File: config.mk
export PLATFORM = sky130hd
export DESIGN_NAME = sw_array_controller
export DESIGN_NICKNAME = d
export VERILOG_FILES = /design/src/rtl/sw_array_controller.sv
export SDC_FILE = /design/constraint.sdc
export NUM_CORES = 1
export LEC_CHECK = 0
export ABC_AREA = 1
export CAP_MARGIN = 20
export CORE_ASPECT_RATIO = 0.7
export CORE_MARGIN = 5
export CORE_UTILIZATION = 60
export CTS_CLUSTER_DIAMETER = 40
export DETAILED_ROUTE_END_ITERATION = 6
export PLACE_DENSITY = 0.93
export SYNTH_ARGS = -nofsm -noshare
export SYNTH_HDL_FRONTEND = slang
export SYNTH_SLANG_ARGS = --single-unit
File: constraint.sdc
create_clock -name clk -period 3.8 [get_ports clk]
set_clock_uncertainty 0.1 [all_clocks]
set_input_delay 0.57 -clock clk [delete_from_list [all_inputs] [get_ports clk]]
set_output_delay 0.57 -clock clk [all_outputs]
set_load 0.03 [all_outputs]
File: src/rtl/sw_array_controller.sv
// Sequencer for the Smith-Waterman systolic array: loads NUM_PES query symbols,
//   inserts NUM_PES-1 bubble cycles, then streams the target with init and drains.
// Latency: result_valid pulses 2*NUM_PES + target_len + ARRAY_LAT cycles after start.
// Backpressure: none is absorbed; a missing q_valid/t_valid in its window aborts the job with err.
//
// Ports:
//   clk, rst              clock, synchronous active-low reset
//   start, target_len     job request (sampled only in IDLE)
//   q_valid/q_data/q_ready  query symbol stream
//   t_valid/t_data/t_ready  target symbol stream
//   S_out, store_S_out    query load into the array
//   T_out, init_out       target stream into the array
//   V_in                  final-PE score from the array (signed)
//   busy, result_valid    job status
//   max_score, max_pos    best score and its 0-based target index
//   err                   stream underflow seen in the last job
module sw_array_controller #(
  parameter int NUM_PES   = 10,
  parameter int WIDTH     = 10,
  parameter int TLEN_W    = 16,
  parameter int ARRAY_LAT = 10
) (
  input  logic              clk,
  input  logic              rst,
  input  logic              start,
  input  logic [TLEN_W-1:0] target_len,
  input  logic              q_valid,
  input  logic [1:0]        q_data,
  output logic              q_ready,
  input  logic              t_valid,
  input  logic [1:0]        t_data,
  output logic              t_ready,
  output logic [1:0]        S_out,
  output logic              store_S_out,
  output logic [1:0]        T_out,
  output logic              init_out,
  input  logic [WIDTH-1:0]  V_in,
  output logic              busy,
  output logic              result_valid,
  output logic [WIDTH-1:0]  max_score,
  output logic [TLEN_W-1:0] max_pos,
  output logic              err
);

  typedef enum logic [2:0] {
    S_IDLE,
    S_LOAD,
    S_BUBBLE,
    S_STREAM,
    S_DRAIN,
    S_DONE
  } state_t;

  // Terminal counts for the fixed-length phases.
  localparam logic [TLEN_W-1:0] LOAD_LAST   = TLEN_W'(NUM_PES - 1);
  localparam logic [TLEN_W-1:0] BUBBLE_LAST = TLEN_W'(NUM_PES - 2);
  localparam logic [TLEN_W-1:0] DRAIN_LAST  = TLEN_W'(ARRAY_LAT - 1);

  state_t              state_q, state_d;
  logic [TLEN_W-1:0]   cnt_q, cnt_d;
  logic [TLEN_W-1:0]   len_q, len_d;
  logic [WIDTH-1:0]    max_score_q, max_score_d;
  logic [TLEN_W-1:0]   max_pos_q, max_pos_d;
  logic                err_q, err_d;

  // Registered status/handshake outputs, decoded from the next state so they
  // line up exactly with the state they describe.
  logic                q_ready_q, q_ready_d;
  logic                t_ready_q, t_ready_d;
  logic                init_q, init_d;
  logic                busy_q, busy_d;
  logic                result_valid_q, result_valid_d;

  // Delay line pairing each streamed target index with the score that comes
  // back ARRAY_LAT cycles later on V_in.
  logic [ARRAY_LAT-1:0] dl_vld_q, dl_vld_d;
  logic [TLEN_W-1:0]    dl_idx_q [ARRAY_LAT];
  logic                 push;
  logic                 capture;

  always_comb begin
    state_d     = state_q;
    cnt_d       = cnt_q;
    len_d       = len_q;
    max_score_d = max_score_q;
    max_pos_d   = max_pos_q;
    err_d       = err_q;
    push        = 1'b0;
    dl_vld_d    = '0;

    unique case (state_q)
      S_IDLE: begin
        if (start) begin
          len_d       = target_len;
          cnt_d       = '0;
          max_score_d = '0;
          max_pos_d   = '0;
          err_d       = 1'b0;
          state_d     = S_LOAD;
        end
      end

      S_LOAD: begin
        if (!q_valid) begin
          err_d   = 1'b1;
          cnt_d   = '0;
          state_d = S_DONE;
        end else if (cnt_q == LOAD_LAST) begin
          cnt_d   = '0;
          state_d = S_BUBBLE;
        end else begin
          cnt_d = cnt_q + 1'b1;
        end
      end

      S_BUBBLE: begin
        if (cnt_q == BUBBLE_LAST) begin
          cnt_d   = '0;
          state_d = (len_q != '0) ? S_STREAM : S_DONE;
        end else begin
          cnt_d = cnt_q + 1'b1;
        end
      end

      S_STREAM: begin
        if (!t_valid) begin
          err_d   = 1'b1;
          cnt_d   = '0;
          state_d = S_DONE;
        end else begin
          push = 1'b1;
          if (cnt_q == len_q - 1'b1) begin
            cnt_d   = '0;
            state_d = S_DRAIN;
          end else begin
            cnt_d = cnt_q + 1'b1;
          end
        end
      end

      S_DRAIN: begin
        if (cnt_q == DRAIN_LAST) begin
          cnt_d   = '0;
          state_d = S_DONE;
        end else begin
          cnt_d = cnt_q + 1'b1;
        end
      end

      S_DONE: begin
        state_d = S_IDLE;
      end

      default: begin
        state_d = S_IDLE;
      end
    endcase

    // Scores are only meaningful while the job is streaming or draining; an
    // aborted job leaves stale entries in the delay line that must not leak
    // into the held result.
    capture = (state_q == S_STREAM || state_q == S_DRAIN) &&
              dl_vld_q[ARRAY_LAT-1] &&
              ($signed(V_in) > $signed(max_score_q));
    if (capture) begin
      max_score_d = V_in;
      max_pos_d   = dl_idx_q[ARRAY_LAT-1];
    end

    // Shift the valid bits; a new job starts with an empty line.
    if (!(state_q == S_IDLE && start)) begin
      for (int i = ARRAY_LAT - 1; i > 0; i--) begin
        dl_vld_d[i] = dl_vld_q[i-1];
      end
      dl_vld_d[0] = push;
    end

    q_ready_d      = (state_d == S_LOAD);
    t_ready_d      = (state_d == S_STREAM);
    init_d         = (state_d == S_STREAM) && (state_q != S_STREAM);
    busy_d         = (state_d != S_IDLE);
    result_valid_d = (state_d == S_DONE);
  end

  always_ff @(posedge clk) begin
    if (!rst) begin
      state_q        <= S_IDLE;
      cnt_q          <= '0;
      len_q          <= '0;
      max_score_q    <= '0;
      max_pos_q      <= '0;
      err_q          <= 1'b0;
      dl_vld_q       <= '0;
      q_ready_q      <= 1'b0;
      t_ready_q      <= 1'b0;
      init_q         <= 1'b0;
      busy_q         <= 1'b0;
      result_valid_q <= 1'b0;
    end else begin
      state_q        <= state_d;
      cnt_q          <= cnt_d;
      len_q          <= len_d;
      max_score_q    <= max_score_d;
      max_pos_q      <= max_pos_d;
      err_q          <= err_d;
      dl_vld_q       <= dl_vld_d;
      q_ready_q      <= q_ready_d;
      t_ready_q      <= t_ready_d;
      init_q         <= init_d;
      busy_q         <= busy_d;
      result_valid_q <= result_valid_d;
    end
  end

  // Index payload needs no reset: it is qualified by dl_vld_q.
  always_ff @(posedge clk) begin
    dl_idx_q[0] <= cnt_q;
    for (int i = 1; i < ARRAY_LAT; i++) begin
      dl_idx_q[i] <= dl_idx_q[i-1];
    end
  end

  // Symbol paths are gated by the registered enables so the array sees the
  // symbol in the same cycle it is accepted, and zero everywhere else.
  assign q_ready      = q_ready_q;
  assign t_ready      = t_ready_q;
  assign store_S_out  = q_ready_q & q_valid;
  assign S_out        = q_ready_q ? q_data : 2'b00;
  assign T_out        = t_ready_q ? t_data : 2'b00;
  assign init_out     = init_q;
  assign busy         = busy_q;
  assign result_valid = result_valid_q;
  assign max_score    = max_score_q;
  assign max_pos      = max_pos_q;
  assign err          = err_q;

endmodule

### Word-level counts from Yosys, hierarchy flattened

Memories as Yosys holds them, arrays and structs flattened.
Cells that the tools add are included.

* word-level logic and storage cells: 80
* memories: 1
* output and inout bits: 37
* input port bits: 35
* register bits: 77
* memory bits (writable): 160

* multiplexer cells: 28
* add/sub/neg operators: 2
* order comparisons: 1
* reduce and logical (&&, ||, !) cells: 18
* bitwise logic cells: 3
* equal/unequal tests: 14

Memory list
* dl_idx_q: words 10, bits a word 16, read ports 10, clocked after Yosys merged registers in 0, wr ports 10, RTL line 77 `logic [TLEN_W-1:0] dl_idx_q [ARRAY_LAT];`

Operator list (count)
* 2-to-1 mux 16 bit: 8
* case mux 16 bit (5 select lines): 1
* equality test 16 x 4 -> 1 bit (second input constant): 2
* 2-to-1 mux 10 bit: 3
* 2-to-1 mux 3 bit: 8
* adder 16 x 1 -> 16 bit (second input constant): 1
* equality test 16 bit: 1
* nonzero test 16 bit: 1
* subtractor 16 x 1 -> 16 bit (second input constant): 1
* case mux 3 bit (5 select lines): 1
* greater-than comparator 10 bit: 1
* equality test 3 x 2 -> 1 bit (second input constant): 3
* equality test 3 x 1 -> 1 bit (second input constant): 2
* equality test 3 bit (second input constant): 2
* != test 2 bit (second input constant): 3
* AND reduction 2 bit: 3
* nonzero test 3 bit: 2
* nonzero test 5 bit: 1
* logical AND 1 bit: 4
* 2-to-1 mux 1 bit: 4
* 2-to-1 mux 2 bit: 2
* AND reduction 4 bit: 1
* nonzero test 2 bit: 2
* zero test 3 bit: 1
* other kinds (7): 8

### Depth between registers and ports, before layout

* word-level depth: 7
* mapped depth: 18
* mapped depth without buffers: 18

### Worst setup path after synthesis

Ideal clock, no wire load.

* kind: register -> register
* start point: register max_score_q[9], in the netlist max_score[9]
* end point: register max_score_q[0], in the netlist max_score[0]
* clock period less this slack: 2324 ps
* setup slack: 1476 ps
* path buffers: 1
* cell stages (with the launch flop): 11
* library setup time: 132 ps
* data required time: 3568 ps
* data arrival time: 2092 ps
* cell sequence: dfxtp_1 > inv_1 > ha_1 > a21oi_1 > o21a_1 > nand3_1 > xnor2_2 > nand3_2 > buf_4 > nand3_1 > a21oi_1

* word-level cells in the longest chain between the ends: 4
* elaborated cells between the ends (all ways): 6
* classes of those cells: order compare (1); mux (1); reduce/logical (4)

RTL lines
* from (decl): RTL line 62 `logic [WIDTH-1:0] max_score_q, max_score_d;`
* from (signal assigned): RTL line 203 `max_score_q <= max_score_d;`
* greater-than comparator 10 bit *: RTL line 164 `($signed(V_in) > $signed(max_score_q));`
* logical AND 1 bit *: RTL line 163 `dl_vld_q[ARRAY_LAT-1] &&`
* nonzero test 2 bit (no line)
* AND reduction 2 bit (no line)

Every way passes the cells marked *; elsewhere a longest branch is shown, timed or not.
A chain may end at the register's enable or synchronous reset.

### Worst setup path in the final report

* start point: register state_q[0]
* end point: register max_pos_q[0], in the netlist max_pos[0]

* word-level cells in the longest chain between the ends: 6
* elaborated cells between the ends (all ways): 10
* classes of those cells: eq/ne (2); mux (1); reduce/logical (7)

RTL lines
* from (decl): RTL line 59 `state_t state_q, state_d;`
* from (signal assigned): RTL line 200 `state_q <= state_d;`
* equality test 3 x 2 -> 1 bit / equality test 3 bit (equally long branches): RTL line 162 `capture = (state_q == S_STREAM || state_q == S_DRAIN) &&`
* logical OR 1 bit: RTL line 162
* logical AND 1 bit: RTL line 162
* logical AND 1 bit: RTL line 163
* nonzero test 2 bit (no line)
* AND reduction 2 bit (no line)
* to (signal assigned): RTL line 204 `max_pos_q <= max_pos_d;`
* to (decl): RTL line 63 `logic [TLEN_W-1:0] max_pos_q, max_pos_d;`

Several ways; a longest one is shown, not always the timed one.

==> impl_results.md <==
* Final wirelength at 17200 µm
* Final Max Tran Viols at 0
* Fin crit share at 0.693
* Crit Path Category: register to register
* Share of cells above drive strength 1 at 0.0803
* Number of synthesized flops with an enable pin at 0
* Crit-path slowest cell: nand3_2
* Final core occ at 0.752
* Tmin final at 2.63 ns
* Via/cell ratio at 5.38
* Met2 global-route usage at 0.381
* Dpl cells at 1054
* Post-route setup slack at ~1.2 ns
* Commonest cells post-synth: dfxtp_1, nand2_1, inv_1, a21oi_1, nor2_1
* F_max at around 0.38 GHz
* Status: finished, final reports clean
* Hold Fails Final Rpt at 0
* Core area at approximately 13000 µm²
* Routed Antenna Nets at 0
* GRT busiest layer: met2
* Iteration-0 DRC count of the detailed router at 607
* CTS sink cnt at 237
* Final Non-Filler Cells at 1096
* Async set-reset flop share out of synthesis at 0
* RSZ-0062 raised after global routing: false
* Synth warnings at 0
* Layout Nets at 966
* PortBufs at 71
* DRC at 0
* Hold Crit Class: register to register
* Critical Path Max Stage Delay at approximately 0.51 ns
* First-pass GRT wire length at approximately 29000 µm
* Setup_tns at 0 ns
* Die ar. at 15300 µm²
* Cell Area, Synth at 7730 µm²
* CTS buffer count at 23
* Synthesized Nets at 889
* DR pass1 iterations at 7
* Clock-pin slew on the worst setup and hold paths at ~0.070 ns
* Max VDD drop at 0.377 mV
* Yosys reg bits at 237
* Wirelength per Cell at between 15 and 20 µm
* Initial core utilization at 0.618
* I/O Pins at 72
* CP Max Fanout at 27
* Yosys cell types at 35
* H-tree depth at 1
* Total gr overflow at 0
* Post-CTS Repair Setup Buffers at 0
* Gr usage total at 0.222
* Initial antenna violation count at 0
* Worst-Skew Late Latency at 0.52 ns
* Die height at 105 µm
* CP Capture Type: register
* Antenna diodes at 0
* Clock tree buffer depth at 3
* Largest area contributor in the netlist: dfxtp_1
* Synth area leaders: dfxtp_1, nand2_1, inv_1
* MaxCap Viol Count at 0
* Tot Pwr at around 5400 µW
* Setup-failing EPs final at 0
* Top-area cell type share of the netlist area at 0.614
* Largest net degree at the start of global routing at 28
* PostCTS Resize Cnt at 0
* Critical Path RT at 4.09 ns
* GR Layer Usage met1 at 0.277
* Slew margin rel. at 0.471
* Mapped Cells at 840
* Routed vias at 5899
* Seq/Total Area, Yosys at 0.614
* Worst Max-Slew Pin Slew at 0.793 ns
* Worst path cell trace: nor2_1, inv_1, nor2_1, o21a_1, buf_4, nand3_2, nand3_1, a21oi_1
* Most common cell in the synthesized netlist: dfxtp_1
* FP Rows at 34
* Post-DP HPWL at 11000 µm
* Main synth FF type: dfxtp_1
* Via count of the first global-routing pass at 5958
* Worst reg2reg setup slack at 1.17 ns
* Met3 Usage GRT at 0.0640
* Leak at 0.00392 µW
* GP Congestion at just under 1
* Power Density at between 500 and 600 nW/µm²
* Placement-stage worst setup slack at 0.734 ns
* CP Launch Type: register
* TritonCTS clock tree: built
* Die W at approximately 150 µm
* Synthesis-to-finish area growth at 21.6%
* Crit path arrival time at 2.92 ns
* Post-CTS Hold Fix Bufs at 0
* Clock root buffer: clkbuf_16
* Most Frequent Cell on Critical Path: nor2_1
* Syn Area/Cell at approximately 9.2 µm²
-- flip-flops by register name, summed over array words and instances (netlist names) --
signal        count
state_q           3
err               1
t_ready           1
max_pos          16
cnt_q            16
busy              1
init_out          1
max_score        10
len_q            16
dl_vld_q         10
result_valid      1
q_ready           1
dl_idx_q        160
-- metrics by stage --
stage	cell area, µm²	hold WS (ns)
2_1_floorplan	7730	0.210
3_3_place_gp	8580	0.210
3_5_place_dp	8580	0.212
4_1_cts	9400	0.221
5_1_grt	9400	0.228
6_report	9400	0.219
-- report_power, final --
part	total (µW)	internal, µW	switching (µW)
combinational	478	169	308
clock	2400	1380	1030
sequential	2560	2520	33.3
-- critical path: cells and delay by family, from the launching register on --
| kind | cells | cell delay [ns] |
|---|---|---|
| AOI/OAI and AO/OA | 2 | 0.31 |
| DFF | 1 | 0.34 |
| buffers and inverters | 2 | 0.40 |
| and+or+nand+nor | 4 | 1.33 |
-- final cells by class --
class | count | area [µm²]
flip-flops and latches | 237 | 4740
fillers | 815 | 3100
multi-input cells | 473 | 2470
repair buffers | 78 | 763
clock buffers | 27 | 631
inverters | 104 | 390
well taps | 162 | 203
clock inverters | 15 | 196
-- routing by layer --
metal  up-vias  share of wire
met5         -              0
met4         0          0.021
met3        48          0.093
met2       282           0.48
met1      2719           0.41
li1       2850              -
-- cells by family after synthesis --
group / after synthesis / share of synthesized area
flops: 237 / 0.614
fa+ha+maj: 14 / 0.0227
compound gates: 97 / 0.0659
xor+xnor: 25 / 0.0293
simple gates: 337 / 0.202
buf+inv: 130 / 0.0663
-- placed cells by master, fill, tap and decap left out, drive strengths merged --
master         instances
dfxtp                237
nand2                147
inv                  110
nor2                  72
clkdlybuf4s50         71
nand3                 67
a21oi                 66
nand4                 34
clkbuf                27
o21ai                 24
xor2                  18
ha                    14
nor3                   8
buf                    7
xnor2                  7
nor4                   6
clkinv                 5
o21bai                 2
o21a                   2
bufinv                 2
clkinvlp               2
nand3b                 1
and2                   1
nor2b                  1
a21o                   1
o211ai                 1
a31oi                  1
-- path summary, 6_finish.rpt --
kind / cells past startpoint / start / to
setup / recovery: 8 / state_q[0]$_SDFF_PN0_ / max_pos[0]$_SDFFE_PN0P_
hold reg to reg: 0 / dl_idx_q[3][9]$_DFF_P_ / dl_idx_q[4][9]$_DFF_P_
hold / removal: 0 / dl_idx_q[3][9]$_DFF_P_ / dl_idx_q[4][9]$_DFF_P_
setup reg to reg: 8 / state_q[0]$_SDFF_PN0_ / max_pos[0]$_SDFFE_PN0P_
No activity file was read; power rests on OpenSTA's default activity.
